--- config.mk ---
export PLATFORM = sky130hd
export DESIGN_NAME = fir_controller
export DESIGN_NICKNAME = d
export VERILOG_FILES = /design/src/rtl/fir_controller.sv
export SDC_FILE = /design/constraint.sdc
export NUM_CORES = 1
export LEC_CHECK = 0
export CORE_AREA = 2 2 39 41
export CTS_CLUSTER_DIAMETER = 200
export CTS_CLUSTER_SIZE = 28
export DETAILED_ROUTE_END_ITERATION = 6
export DIE_AREA = 0 0 41 43
export GPL_TIMING_DRIVEN = 0
export PLACE_DENSITY_LB_ADDON = 0.05
export SLEW_MARGIN = 10
export SYNTH_ARGS = -nofsm -noshare
export SYNTH_HDL_FRONTEND = slang
export SYNTH_SLANG_ARGS = --single-unit
--- constraint.sdc ---
create_clock -name clk -period 2.4 [get_ports clk]
set_input_delay 0.48 -clock clk [delete_from_list [all_inputs] [get_ports clk]]
set_output_delay 0.48 -clock clk [all_outputs]
set_load 0.05 [all_outputs]
--- src/rtl/fir_controller.sv ---
// Sequencing FSM for the FIR datapath: sample handshake, LENGTH MAC cycles, one-cycle result pulse.
// Define FIR_CTRL_PIPE_EN to add a DRAIN cycle that covers a registered multiplier stage.
module fir_controller #(
  parameter int LENGTH = 64
) (
  input  logic clk,
  input  logic rst,
  input  logic input_valid,
  input  logic cnt_co,
  output logic ready,
  output logic in_load,
  output logic shift_en,
  output logic cnt_clear,
  output logic cnt_inc,
  output logic acc_clear,
  output logic acc_en,
  output logic output_valid,
  output logic err
);

  localparam int CNT_W = (LENGTH > 1) ? $clog2(LENGTH) : 1;
  localparam logic [CNT_W-1:0] LAST_TAP = CNT_W'(LENGTH - 1);

  // state  | meaning
  // IDLE   | waiting for a sample, ready=1
  // LOAD   | shift sample in, clear Counter and accumulator
  // MAC    | one tap per cycle until Co or shadow count says last
  // DRAIN  | flush the registered multiplier (pipelined build only)
  // DONE   | accumulator result valid for one cycle
`ifdef FIR_CTRL_PIPE_EN
  typedef enum logic [2:0] {S_IDLE, S_LOAD, S_MAC, S_DRAIN, S_DONE} state_t;
`else
  typedef enum logic [2:0] {S_IDLE, S_LOAD, S_MAC, S_DONE} state_t;
`endif

  state_t           state_q, state_d;
  logic [CNT_W-1:0] cnt_q, cnt_d;
  logic             err_q, err_d;
  logic             last_tap;

  assign last_tap = (cnt_q == LAST_TAP);
  assign err      = err_q;

  always_ff @(posedge clk or negedge rst) begin
    if (!rst) begin
      state_q <= S_IDLE;
      cnt_q   <= '0;
      err_q   <= 1'b0;
    end else begin
      state_q <= state_d;
      cnt_q   <= cnt_d;
      err_q   <= err_d;
    end
  end

  always_comb begin
    state_d      = state_q;
    cnt_d        = cnt_q;
    err_d        = err_q;
    ready        = 1'b0;
    in_load      = 1'b0;
    shift_en     = 1'b0;
    cnt_clear    = 1'b0;
    cnt_inc      = 1'b0;
    acc_clear    = 1'b0;
    acc_en       = 1'b0;
    output_valid = 1'b0;
    case (state_q)
      S_IDLE: begin
        ready = 1'b1;
        // gated by rst so nothing is captured while reset is held
        in_load = input_valid & rst;
        if (input_valid) state_d = S_LOAD;
      end
      S_LOAD: begin
        shift_en  = 1'b1;
        cnt_clear = 1'b1;
        acc_clear = 1'b1;
        cnt_d     = '0;
        state_d   = S_MAC;
      end
      S_MAC: begin
        acc_en  = 1'b1;
        cnt_inc = 1'b1;
        cnt_d   = cnt_q + CNT_W'(1);
        // Counter and shadow count must agree on the last tap
        if (cnt_co != last_tap) err_d = 1'b1;
        if (cnt_co || last_tap) begin
`ifdef FIR_CTRL_PIPE_EN
          state_d = S_DRAIN;
`else
          state_d = S_DONE;
`endif
        end
      end
`ifdef FIR_CTRL_PIPE_EN
      S_DRAIN: begin
        acc_en  = 1'b1;
        state_d = S_DONE;
      end
`endif
      S_DONE: begin
        output_valid = 1'b1;
        state_d      = S_IDLE;
      end
      default: state_d = S_IDLE;
    endcase
  end

endmodule
-- Word level (Yosys, flattened, before mapping)
Cells that the tools add are included.
- flip-flop bits (word level): 10
- word-level logic and storage cells: 26
- add/sub/neg operators: 1
- equality and inequality tests: 7
- multiplexer cells: 9
- bitwise operators: 1
- reductions and logical operators: 5
- operators by type and width (operator ; number):
    one-hot mux 6 bit (2 select lines) ; 1
    one-hot mux 3 bit (3 select lines) ; 1
    adder 6 x 1 -> 6 bit, second input constant ; 1
    equality test 3 x 2 -> 1 bit, second input constant ; 2
    equality test 6 bit, second input constant ; 1
    two-way mux 3 bit ; 2
    two-way mux 1 bit ; 5
    inequality test 2 bit, second input constant ; 2
    AND reduction 2 bit ; 2
    equality test 3 x 1 -> 1 bit, second input constant ; 1
    zero test 3 bit ; 1
    nonzero test 2 bit ; 1
    AND 1 bit ; 1
    logical OR 1 bit ; 1
    inequality test 1 bit ; 1

-- Depth between registers and ports, before layout
Gate-level depths: netlist of run 1.
- depth after elaboration: 4
- gate-level depth with buffers: 7

-- Worst setup path after synthesis of run 1
No wires, ideal clock.
- path kind: register to output
- from: register state_q[0]
- to: output port in_load
- arrival: 1551 ps
- path slack: 369 ps
- stages on the path, launching flop included: 4
- path buffers: 0
- cell sequence: dfrtp_1 -> inv_1 -> ha_1 -> and3_1
- cells in the longest elaborated chain, start to end: 2
- ends and longest elaborated chain (item ; RTL line ; source):
    from (decl) ; 36 ; state_t state_q, state_d;
    from (signal assigned) ; 50 ; state_q <= state_d;
    zero test 3 bit ; 68 ; case (state_q)
    two-way mux 1 bit ; 68 ;
    to (decl) ; 11 ; output logic in_load,
Every way passes these cells.

-- Final worst setup path of run 1
- from: register state_q[1]
- to: output port acc_clear
- cells in the longest elaborated chain, start to end: 2
- ends and longest elaborated chain (item ; RTL line ; source):
    equality test 3 x 1 -> 1 bit ; 68 ;
    two-way mux 1 bit ; 68 ;
    to (decl) ; 15 ; output logic acc_clear,
Every way passes these cells.

==> results of run 1 <==
==> state kept, by name, indices dropped and copies added (netlist names) <==
signal / cells
cnt_q: 6
state_q: 2
err: 1
==> logic make-up (layout without fill, tap and decap cells) <==
group,Yosys count,count (layout),share of synthesized area
xor gates and xnor gates,1,1,0.0156
adders and majority gates,7,7,0.156
buffers and inverters,9,25,0.0935
DFF,9,9,0.401
and+or+nand+nor,17,17,0.160
AOI/OAI and AO/OA,10,10,0.120
muxes,3,3,0.0535
==> routing by layer <==
| metal | track usage | wire, µm | part of all wire | vias to the layer above |
|---|---|---|---|---|
| met3 | 0.0524 | 85 | 0.082 | 5 |
| li1 | - | - | - | 221 |
| met1 | 0.172 | 465 | 0.45 | 199 |
| met2 | 0.231 | 445 | 0.43 | 14 |
| met5 | 0 | 0 | 0 | - |
| met4 | 0.120 | 36 | 0.035 | 0 |
==> cell usage after synthesis (2+ instances only) <==
library cell  count  area (µm²)
inv_1             5        18.8
a22o_1            2        17.5
nand2_1           5        18.8
ha_1              7        87.6
mux2i_1           3        30.0
a21oi_1           2        10.0
dfrtp_1           9         225
nand3_1           4        20.0
o21ai_0           2        10.0
nor2_1            2        7.51
buf_4             3        22.5
==> layout make-up <==
class                      instances  area (µm²)  area share
clock buffer                       4        26.3      0.0358
tap                               16        20.0      0.0273
multi-input combinational         38         284       0.387
inverter                           5        18.8      0.0256
buffer                             4        33.8      0.0460
timing repair buffer              12         126       0.172
sequential                         9         225       0.307
==> where the power goes <==
| group | internal [mW] | leakage (nW) | switching [mW] |
|---|---|---|---|
| clock network | 0.0643 | 0.0150 | 0.0564 |
| registers | 0.190 | 0.115 | 0.0462 |
| logic | 0.226 | 0.273 | 0.385 |
| total | 0.481 | 0.404 | 0.487 |
==> repair_timing <==
item,4_1_cts,5_1_grt
hold endpoints to repair,0,0
endpoints found under the setup margin,2,4
setup buffers,0,0
hold buffers,0,0
resized for setup,3,4
==> metrics by stage <==
stage,setup TNS [ns],cell area [µm²]
finish,0,734
global route,0,734
CTS,0,724
detailed placement,-0.354,702
global placement,-0.363,702
floorplan,0,562
==> how the worst max path moves through the flow <==
stage | startpoint | end | slack, ns
floorplan | state_q[0] | in_load | 0.37
global placement | rst | in_load | -0.36
global route | state_q[1] | acc_clear | 0.06
CTS | state_q[1] | shift_en | 0.03
detailed placement | rst | in_load | -0.35
finish | state_q[1] | acc_clear | 0.13
==> run summary, run 1 <==
Kind of critical path: flop to output pin
Placed Cells: 84
Clk pin slew, worst setup/hold paths: 0.06 ns
Hold WS: 0.264 ns
Vias in the first global route: 404
Share of post-route cells with drive strength above 1: 0.125
Via count: 439
Vias/cell: 4.99
Synth warnings: 0
Part of the Yosys area used for sequential elements: 0.401
GRT overflow: 0
Pwr/cell area: 1320 mW/mm²
FILL cells: 134
Post-Syn Area: 562 µm²
Top FF cell, synth: dfrtp_1
EDFF count, synth: 0
Arrival time worst endpoint: 1.79 ns
CP Capture Type: output pin
Leak Pwr: 0.404 nW
Fin cells: 88
Worst vdd ir: 0.594 mV
ANT cells: 0
Net Count, Synth: 67
Cell variety after synth: 23
Tot GR Track Use: 0.156
Worst-margin pin slew: 0.502 ns
Flop-to-flop setup slack: 0.71 ns
Leading cell type in the layout, fill and taps excluded: dfrtp_1
Initial core utilization: 0.406
Max-slew headroom: 0.665
Clk sinks: 9
Final setup margin: 0.133 ns
IO Pins: 13
Min-delay worst type: input pin to asynchronous set/reset pin
Reg2Reg Depth: 6
Commonest cells after routing, fill and taps aside: 9 x dfrtp_1, 7 x ha_1, 5 x inv_1, 5 x nand2_1, 5 x clkdlybuf4s50_1
Final min period: 2.27 ns
Width of the die: 41 µm
CP delay by family, top: buffers and inverters
Nets: 84
Critical Path Start Type: flop
Crit path depth: 3
Root buf cell: clkbuf_4
Per-cell routed wire length: 11.7 µm
Die Span Y: 43 µm
Crit path max-delay cell type: clkdlybuf4s50_1
Antenna violations before repair: 0
Largest net degree at the start of global routing: 11
CP max FO: 4
CP Cell Sequence: inv_1, ha_1, clkdlybuf4s50_1
First-pass GRT wire length: 1730 µm
Max Buffers Root-to-Sink: 2
Clk_skew: 0.000401 ns
Clk Latency, worst-skew pair: 0.27 ns
CTS tree: built
DRC Markers: 0
Core Area: 0.00138 mm²
Tcrit/Tclk final: 0.945
Syn avg cell area: 10.0 µm²
PortBufs: 12
Crit path largest cell delay: 0.81 ns
Fin util: 0.531
Status: finished, final reports clean
Async set-or-reset flop fraction in the synthesized netlist: 1.00
Routed wire length: 1030 µm
HPWL Detailed: 780 µm
Final Hold Vio Count: 0
Synth Instances: 56
Initial DRC Count: 1
Drt first pass iters: 2
Fmax: 0.441 GHz
Number of synthesized register bits: 9
Final slew viol count: 0
Data required, critical path: 1.92 ns
CTS Buf Count: 3
Reg2reg start: cnt_q[0]
Htree depth: 1
RSZ-0062 raised after global routing: false
Post-DRT Antenna Nets: 0
RePlAce Congestion: 0.645
Overall power: 968 µW
Reg2Reg Capture Point: state_q[0]
Site Rows: 14
CP bufs+invs: 2
P&R area growth vs syn: 30.7%
Max Cap Viol: 0
Pre-CTS WS: -0.354 ns
Final Setup Violations: 0
Die area: 0.00176 mm²
No activity file was read; power rests on OpenSTA's default activity.
==> inputs of run 2 (changes only) <==
CAP_MARGIN = 5   (was default)
CTS_BUF_LIST = sky130_fd_sc_hd__clkbuf_8   (was default)
==> run 2 against run 1 <==
  * Core utilization up 1.1 points
  * Clock-buffer cell count down 1
  * Hold slack better by 0.035 ns
  * Critical path depth up 1
  * Fmax down 2.1%
  * Flip-flop and latch count unchanged
  * Total power up 6.6%
  * Global-route usage unchanged
  * Die area unchanged
  * Register-to-register slack about the same
  * Combinational power up 2%
  * Critical path type unchanged
==> run summary, run 2 (synthesized netlist as in run 1, its figures left out) <==
Status: finished, final reports clean (unchanged)
Final Hold Vio Count: 0 (unchanged)
Die area: 0.00176 mm² (unchanged)
CP max FO: 4 (unchanged)
Commonest cells after routing, fill and taps aside: 9 x dfrtp_1, 8 x clkdlybuf4s50_1, 7 x ha_1 (was 9 x dfrtp_1, 7 x ha_1, 5 x inv_1, 5 x nand2_1, 5 x clkdlybuf4s50_1)
Antenna violations before repair: 0 (unchanged)
Pwr/cell area: 1380 mW/mm² (was 1320 mW/mm²)
Initial DRC Count: 1 (unchanged)
Via count: 444 (was 439)
Die Span Y: 43 µm (unchanged)
FILL cells: 137 (was 134)
Drt first pass iters: 2 (unchanged)
Max-slew headroom: 0.666 (was 0.665)
Reg power frac: 0.230 (was 0.244)
Max Cap Viol: 0 (unchanged)
HPWL Detailed: 780 µm (unchanged)
Crit path max-delay cell type: clkdlybuf4s50_1 (unchanged)
Clk sinks: 9 (unchanged)
Leak Pwr: 0.385 nW (was 0.404 nW)
Worst-margin pin slew: 0.500 ns (was 0.502 ns)
PortBufs: 12 (unchanged)
Final min period: 2.32 ns (was 2.27 ns)
Final slew viol count: 0 (unchanged)
Root buf cell: clkbuf_8 (was clkbuf_4)
Fin area: 749 µm² (was 734 µm²)
Pre-CTS WS: -0.354 ns (unchanged)
Placed cell area: 702 µm² (unchanged)
Final Setup Violations: 0 (unchanged)
CP Cell Sequence: inv_1, ha_1, buf_4, clkdlybuf4s50_1 (was inv_1, ha_1, clkdlybuf4s50_1)
Vias/cell: 5.05 (was 4.99)
Data required, critical path: 1.92 ns (about the same)
Core Area: 0.00138 mm² (unchanged)
Tot GR Track Use: 0.156 (unchanged)
Kind of critical path: flop to output pin (unchanged)
Crit path largest cell delay: 0.78 ns (was 0.81 ns)
Register Area: 225 µm² (unchanged)
Vias in the first global route: 406 (was 404)
Critical Path Start Type: flop (unchanged)
Sw Ratio: 0.479 (was 0.503)
DRC Markers: 0 (unchanged)
Multi-input gate area: 284 µm² (unchanged)
Busiest grt layer: met2 (unchanged)
GR Layer Usage met3: 0.0524 (unchanged)
Worst vdd ir: 0.640 mV (was 0.594 mV)
Routed wire length: 1040 µm (was 1030 µm)
Largest net degree at the start of global routing: 11 (unchanged)
Per-cell routed wire length: 11.8 µm (was 11.7 µm)
Top reg by flops: cnt_q (unchanged)
RSZ-0062 raised after global routing: false (unchanged)
Clk_skew: 0.000425 ns (was 0.000401 ns)
Logic pwr share: 0.602 (was 0.631)
Nets: 84 (unchanged)
Clk pin slew, worst setup/hold paths: 0.04 ns (was 0.06 ns)
First-pass GRT wire length: 1740 µm (was 1730 µm)
IO Pins: 13 (unchanged)
GRT overflow: 0 (unchanged)
Flop-to-flop setup slack: 0.71 ns (about the same)
Htree depth: 1 (unchanged)
Tcrit/Tclk final: 0.965 (was 0.945)
Clock power share: 0.169 (was 0.125)
ANT cells: 0 (unchanged)
CTS Buf Count: 3 (unchanged)
NetSw: 494 µW (was 487 µW)
Max Buffers Root-to-Sink: 2 (unchanged)
Width of the die: 41 µm (unchanged)
RePlAce Congestion: 0.645 (unchanged)
Initial core utilization: 0.406 (unchanged)
Arrival time worst endpoint: 1.84 ns (was 1.79 ns)
Fmax: 0.432 GHz (was 0.441 GHz)
CP Capture Type: output pin (unchanged)
Max reg flops: 6 (unchanged)
Share of post-route cells with drive strength above 1: 0.125 (unchanged)
Met2 Usage GRT: 0.231 (unchanged)
P&R area growth vs syn: 33.4% (was 30.7%)
GR Util met1: 0.172 (unchanged)
Leading cell type in the layout, fill and taps excluded: dfrtp_1 (unchanged)
CTS tree: built (unchanged)
Site Rows: 14 (unchanged)
Cell internal pwr: 537 µW (was 481 µW)
Clk Latency, worst-skew pair: 0.23 ns (was 0.27 ns)
Min-delay worst type: input pin to asynchronous set/reset pin (unchanged)
Post-DRT Antenna Nets: 0 (unchanged)
Final setup margin: 0.0834 ns (was 0.133 ns)
==> run 2: cell count changes in the layout (fill, tap and decap cells not counted), sizes merged <==
cell	change
clkdlybuf4s50	+3
dlymetal6s2s	-2
dlygate4sd2	-1
inv	+1
clkbuf	-1
==> run 2: worst paths after layout <==
kind,cells after the start,endpoint,from
worst max-delay path,4,shift_en,state_q[1]
worst min-delay path,1,cnt_q[2],rst
worst max register to register,6,state_q[0],cnt_q[0]
worst min register to register,1,err,err
max in group asynchronous,1,state_q[1],rst
min in group clk,1,err,err
==> run 2: cell type report <==
type                    count  share of cell area
plain buffers               4              0.0451
clock buffers               3              0.0551
clock inverters             1             0.00501
inverters                   5              0.0250
multi-input cells          38               0.379
flip-flops and latches      9               0.301
well taps                  16              0.0267
repair buffers             12               0.164
==> run 2: what timing repair did <==
action                                  in CTS  in global routing
gates resized for setup                      2                  2
cloned                                       0                  0
endpoints found under the setup margin       1                  2
buffers inserted                             0                  0
pin swaps                                    0                  0
hold buffers                                 0                  0
==> run 2: through the flow <==
step / power, mW / setup TNS [ns] / hold slack (ns) / cells / util
CTS: 1.05 / 0 / 0.305 / 88 / 0.538
detailed placement: 0.871 / -0.354 / 0.451 / 84 / 0.507
floorplan: 0.711 / 0 / 0.184 / 56 / -
global route: 1.11 / 0 / 0.338 / 88 / 0.542
finish: 1.03 / 0 / 0.299 / 88 / 0.542
global placement: 0.866 / -0.363 / 0.445 / 84 / 0.507
==> run 2: critical path, delay by kind of cell, from the launching register on <==
kind,cells,cell delay (ns)
buffers and inverters,3,1.00
adder cells (fa/ha/maj),1,0.19
flip-flops,1,0.40
==> run 2: metal layers <==
layer / up-vias / routed length (µm)
met5: - / 0
met4: 0 / 36
met3: 5 / 86
met2: 14 / 454
met1: 203 / 459
li1: 222 / -
==> run 2: power groups by stage <==
stage	clock network (mW)	registers (mW)	logic (mW)
4_1_cts	0.182	0.237	0.629
6_report	0.174	0.237	0.621
3_5_place_dp	0	0.239	0.632
2_1_floorplan	0	0.229	0.482
5_1_grt	0.185	0.245	0.676
3_3_place_gp	0	0.239	0.628
==> inputs of run 3 (changes only) <==
CELL_PAD_IN_SITES_DETAIL_PLACEMENT = 0   (was default)
CELL_PAD_IN_SITES_GLOBAL_PLACEMENT = 2   (was default)
CORE_AREA = default   (was 2 2 39 41)
CORE_ASPECT_RATIO = 1.1   (was default)
CORE_UTILIZATION = 33   (was default)
DIE_AREA = default   (was 0 0 41 43)
==> run 3 against run 2 <==
  * Cell count up 1.1%
  * Core utilization down 6.5 points
  * Global-route usage down 1.8 points
  * Clock-buffer cell count unchanged
  * Flip-flop and latch count unchanged
  * Critical path depth unchanged
  * Combinational power about the same
  * Worst setup slack better by 0.0018 ns
  * Total power down 0.30%
  * Clock power down 3%
  * Die area up 6.2%
==> run summary, run 3 (synthesized netlist as in run 1, its figures left out) <==
RePlAce Congestion: 0.584 (was 0.645)
Clock power share: 0.164 (was 0.169)
Vias/cell: 4.93 (was 5.05)
Final min period: 2.31 ns (was 2.32 ns)
Tcrit/Tclk final: 0.964 (was 0.965)
CP bufs+invs: 3 (unchanged)
CP Capture Type: output pin (unchanged)
Reg power frac: 0.230 (about the same)
Initial DRC Count: 2 (was 1)
Per-cell routed wire length: 11.6 µm (was 11.8 µm)
Pwr/cell area: 1370 mW/mm² (was 1380 mW/mm²)
Antenna violations before repair: 0 (unchanged)
Crit path depth: 4 (unchanged)
Max Cap Viol: 0 (unchanged)
Leading cell type in the layout, fill and taps excluded: dfrtp_1 (unchanged)
CTS tree: built (unchanged)
ANT cells: 0 (unchanged)
Cell internal pwr: 536 µW (was 537 µW)
Final slew viol count: 0 (unchanged)
Cts hold-fix bufs: 0 (unchanged)
Register Area: 225 µm² (unchanged)
Reg2Reg Depth: 6 (unchanged)
First-pass GRT wire length: 1680 µm (was 1740 µm)
Post-DRT Antenna Nets: 0 (unchanged)
Kind of critical path: flop to output pin (unchanged)
Reg2reg start: cnt_q[0] (unchanged)
Setup crit end: cnt_clear (was shift_en)
Max Buffers Root-to-Sink: 2 (unchanged)
GRT overflow: 0 (unchanged)
Fin cells: 89 (was 88)
Tot GR Track Use: 0.138 (was 0.156)
Max reg flops: 6 (unchanged)
Crit path max-delay cell type: clkdlybuf4s50_1 (unchanged)
IO Pins: 13 (unchanged)
Final Hold Vio Count: 0 (unchanged)
Clk_skew: 0.000654 ns (was 0.000425 ns)
Clk pin slew, worst setup/hold paths: 0.05 ns (was 0.04 ns)
DRC Markers: 0 (unchanged)
Site Rows: 15 (was 14)
Commonest cells after routing, fill and taps aside: 9 x dfrtp_1, 8 x clkdlybuf4s50_1, 7 x ha_1 (unchanged)
Fin area: 751 µm² (was 749 µm²)
Status: finished, final reports clean (unchanged)
Root buf cell: clkbuf_8 (unchanged)
Worst-margin pin slew: 0.504 ns (was 0.500 ns)
Arrival time worst endpoint: 1.83 ns (was 1.84 ns)
Worst vdd ir: 0.552 mV (was 0.640 mV)
Pre-CTS WS: -0.358 ns (was -0.354 ns)
Die area: 0.00187 mm² (was 0.00176 mm²)
Width of the die: 41.3 µm (was 41 µm)
P&R area growth vs syn: 33.6% (was 33.4%)
Via count: 439 (was 444)
Placed Cells: 85 (was 84)
HPWL Detailed: 795 µm (was 780 µm)
Sw Ratio: 0.478 (was 0.479)
FILL cells: 164 (was 137)
RSZ-0062 raised after global routing: false (unchanged)
CP delay by family, top: buffers and inverters (unchanged)
Worst setup path start: state_q[1] (unchanged)
Overall power: 1.03 mW (about the same)
Logic pwr share: 0.606 (was 0.602)
Clk sinks: 9 (unchanged)
CTS Buf Count: 3 (unchanged)
Core Area: 0.00158 mm² (was 0.00138 mm²)
Crit path largest cell delay: 0.78 ns (about the same)
Htree depth: 1 (unchanged)
Share of post-route cells with drive strength above 1: 0.125 (unchanged)
Multi-input gate area: 284 µm² (unchanged)
Vias in the first global route: 382 (was 406)
Flop-to-flop setup slack: 0.71 ns (about the same)
Routed wire length: 1030 µm (was 1040 µm)
Leak Pwr: 0.385 nW (unchanged)
Nets: 84 (unchanged)
Data required, critical path: 1.92 ns (about the same)
CP Cell Sequence: inv_1, ha_1, buf_4, clkdlybuf4s50_1 (unchanged)
Drt first pass iters: 2 (unchanged)
Die Span Y: 45.3 µm (was 43 µm)
Reg2Reg Capture Point: state_q[0] (unchanged)
Final setup margin: 0.0852 ns (was 0.0834 ns)
Largest net degree at the start of global routing: 11 (unchanged)
Fmax: 0.432 GHz (about the same)
NetSw: 492 µW (was 494 µW)
Final Setup Violations: 0 (unchanged)
Top reg by flops: cnt_q (unchanged)
CP max FO: 4 (unchanged)
Min-delay worst type: input pin to asynchronous set/reset pin (unchanged)
Max-slew headroom: 0.663 (was 0.666)
Critical Path Start Type: flop (unchanged)
PortBufs: 12 (unchanged)
Initial core utilization: 0.356 (was 0.406)
Clk Latency, worst-skew pair: 0.23 ns (about the same)
Placed cell area: 703 µm² (was 702 µm²)
-- run 3: cell counts in the layout (fill, tap and decap cells not counted) --
No cell type changed its count.
-- run 3: layout make-up --
type | count | area share
Timing Repair Buffer | 12 | 0.163
Inverter | 5 | 0.0250
Buffer | 4 | 0.0450
Clock buffer | 3 | 0.0550
Multi-Input combinational cell | 38 | 0.378
Sequential cell | 9 | 0.300
Clock inverter | 1 | 0.00500
Tap cell | 17 | 0.0283
-- run 3: how the worst min path moves through the flow --
stage / from / depth (start not counted) / slack [ns] / to
2_1_floorplan: rst / 0 / 0.18 / cnt_q[0]
3_3_place_gp: err / 1 / 0.44 / err
3_5_place_dp: err / 1 / 0.45 / err
4_1_cts: rst / 1 / 0.32 / state_q[0]
5_1_grt: rst / 1 / 0.35 / cnt_q[2]
6_report: rst / 1 / 0.31 / state_q[0]
-- run 3: stage by stage --
stage / setup TNS [ns] / hold slack (ns) / util
detailed placement: -0.358 / 0.453 / 0.446
floorplan: 0 / 0.184 / -
global placement: -0.371 / 0.440 / 0.446
global route: 0 / 0.347 / 0.476
CTS: 0 / 0.318 / 0.473
finish: 0 / 0.306 / 0.476
-- run 3: repair_timing --
item                                   4_1_cts  5_1_grt
gates resized for setup                      2        2
setup endpoints to repair                    1        2
setup buffers                                0        0
endpoints found under the hold margin        0        0
-- run 3: metal layers --
layer,wire length (µm),up-vias,GRT usage
met5,0,-,0
met4,8,0,0.0581
met3,56,2,0.0296
met2,499,11,0.209
met1,469,205,0.186
li1,-,221,-
-- run 3: worst reg2reg max path, stage by stage, from the launching register on --
cell and delay, ns:
dfrtp_1 0.39, ha_1 0.24, nand3_1 0.08, or2_2 0.28
ha_1 0.21, o31ai_1 0.26, a22o_1 0.16
-- run 3: power groups by stage --
| stage | combinational (mW) | clock, mW | sequential (mW) |
|---|---|---|---|
| after floorplan | 0.482 | 0 | 0.229 |
| after global placement | 0.638 | 0 | 0.239 |
| after detailed placement | 0.636 | 0 | 0.238 |
| after CTS | 0.634 | 0.172 | 0.236 |
| after global routing | 0.674 | 0.185 | 0.243 |
| final | 0.623 | 0.168 | 0.237 |
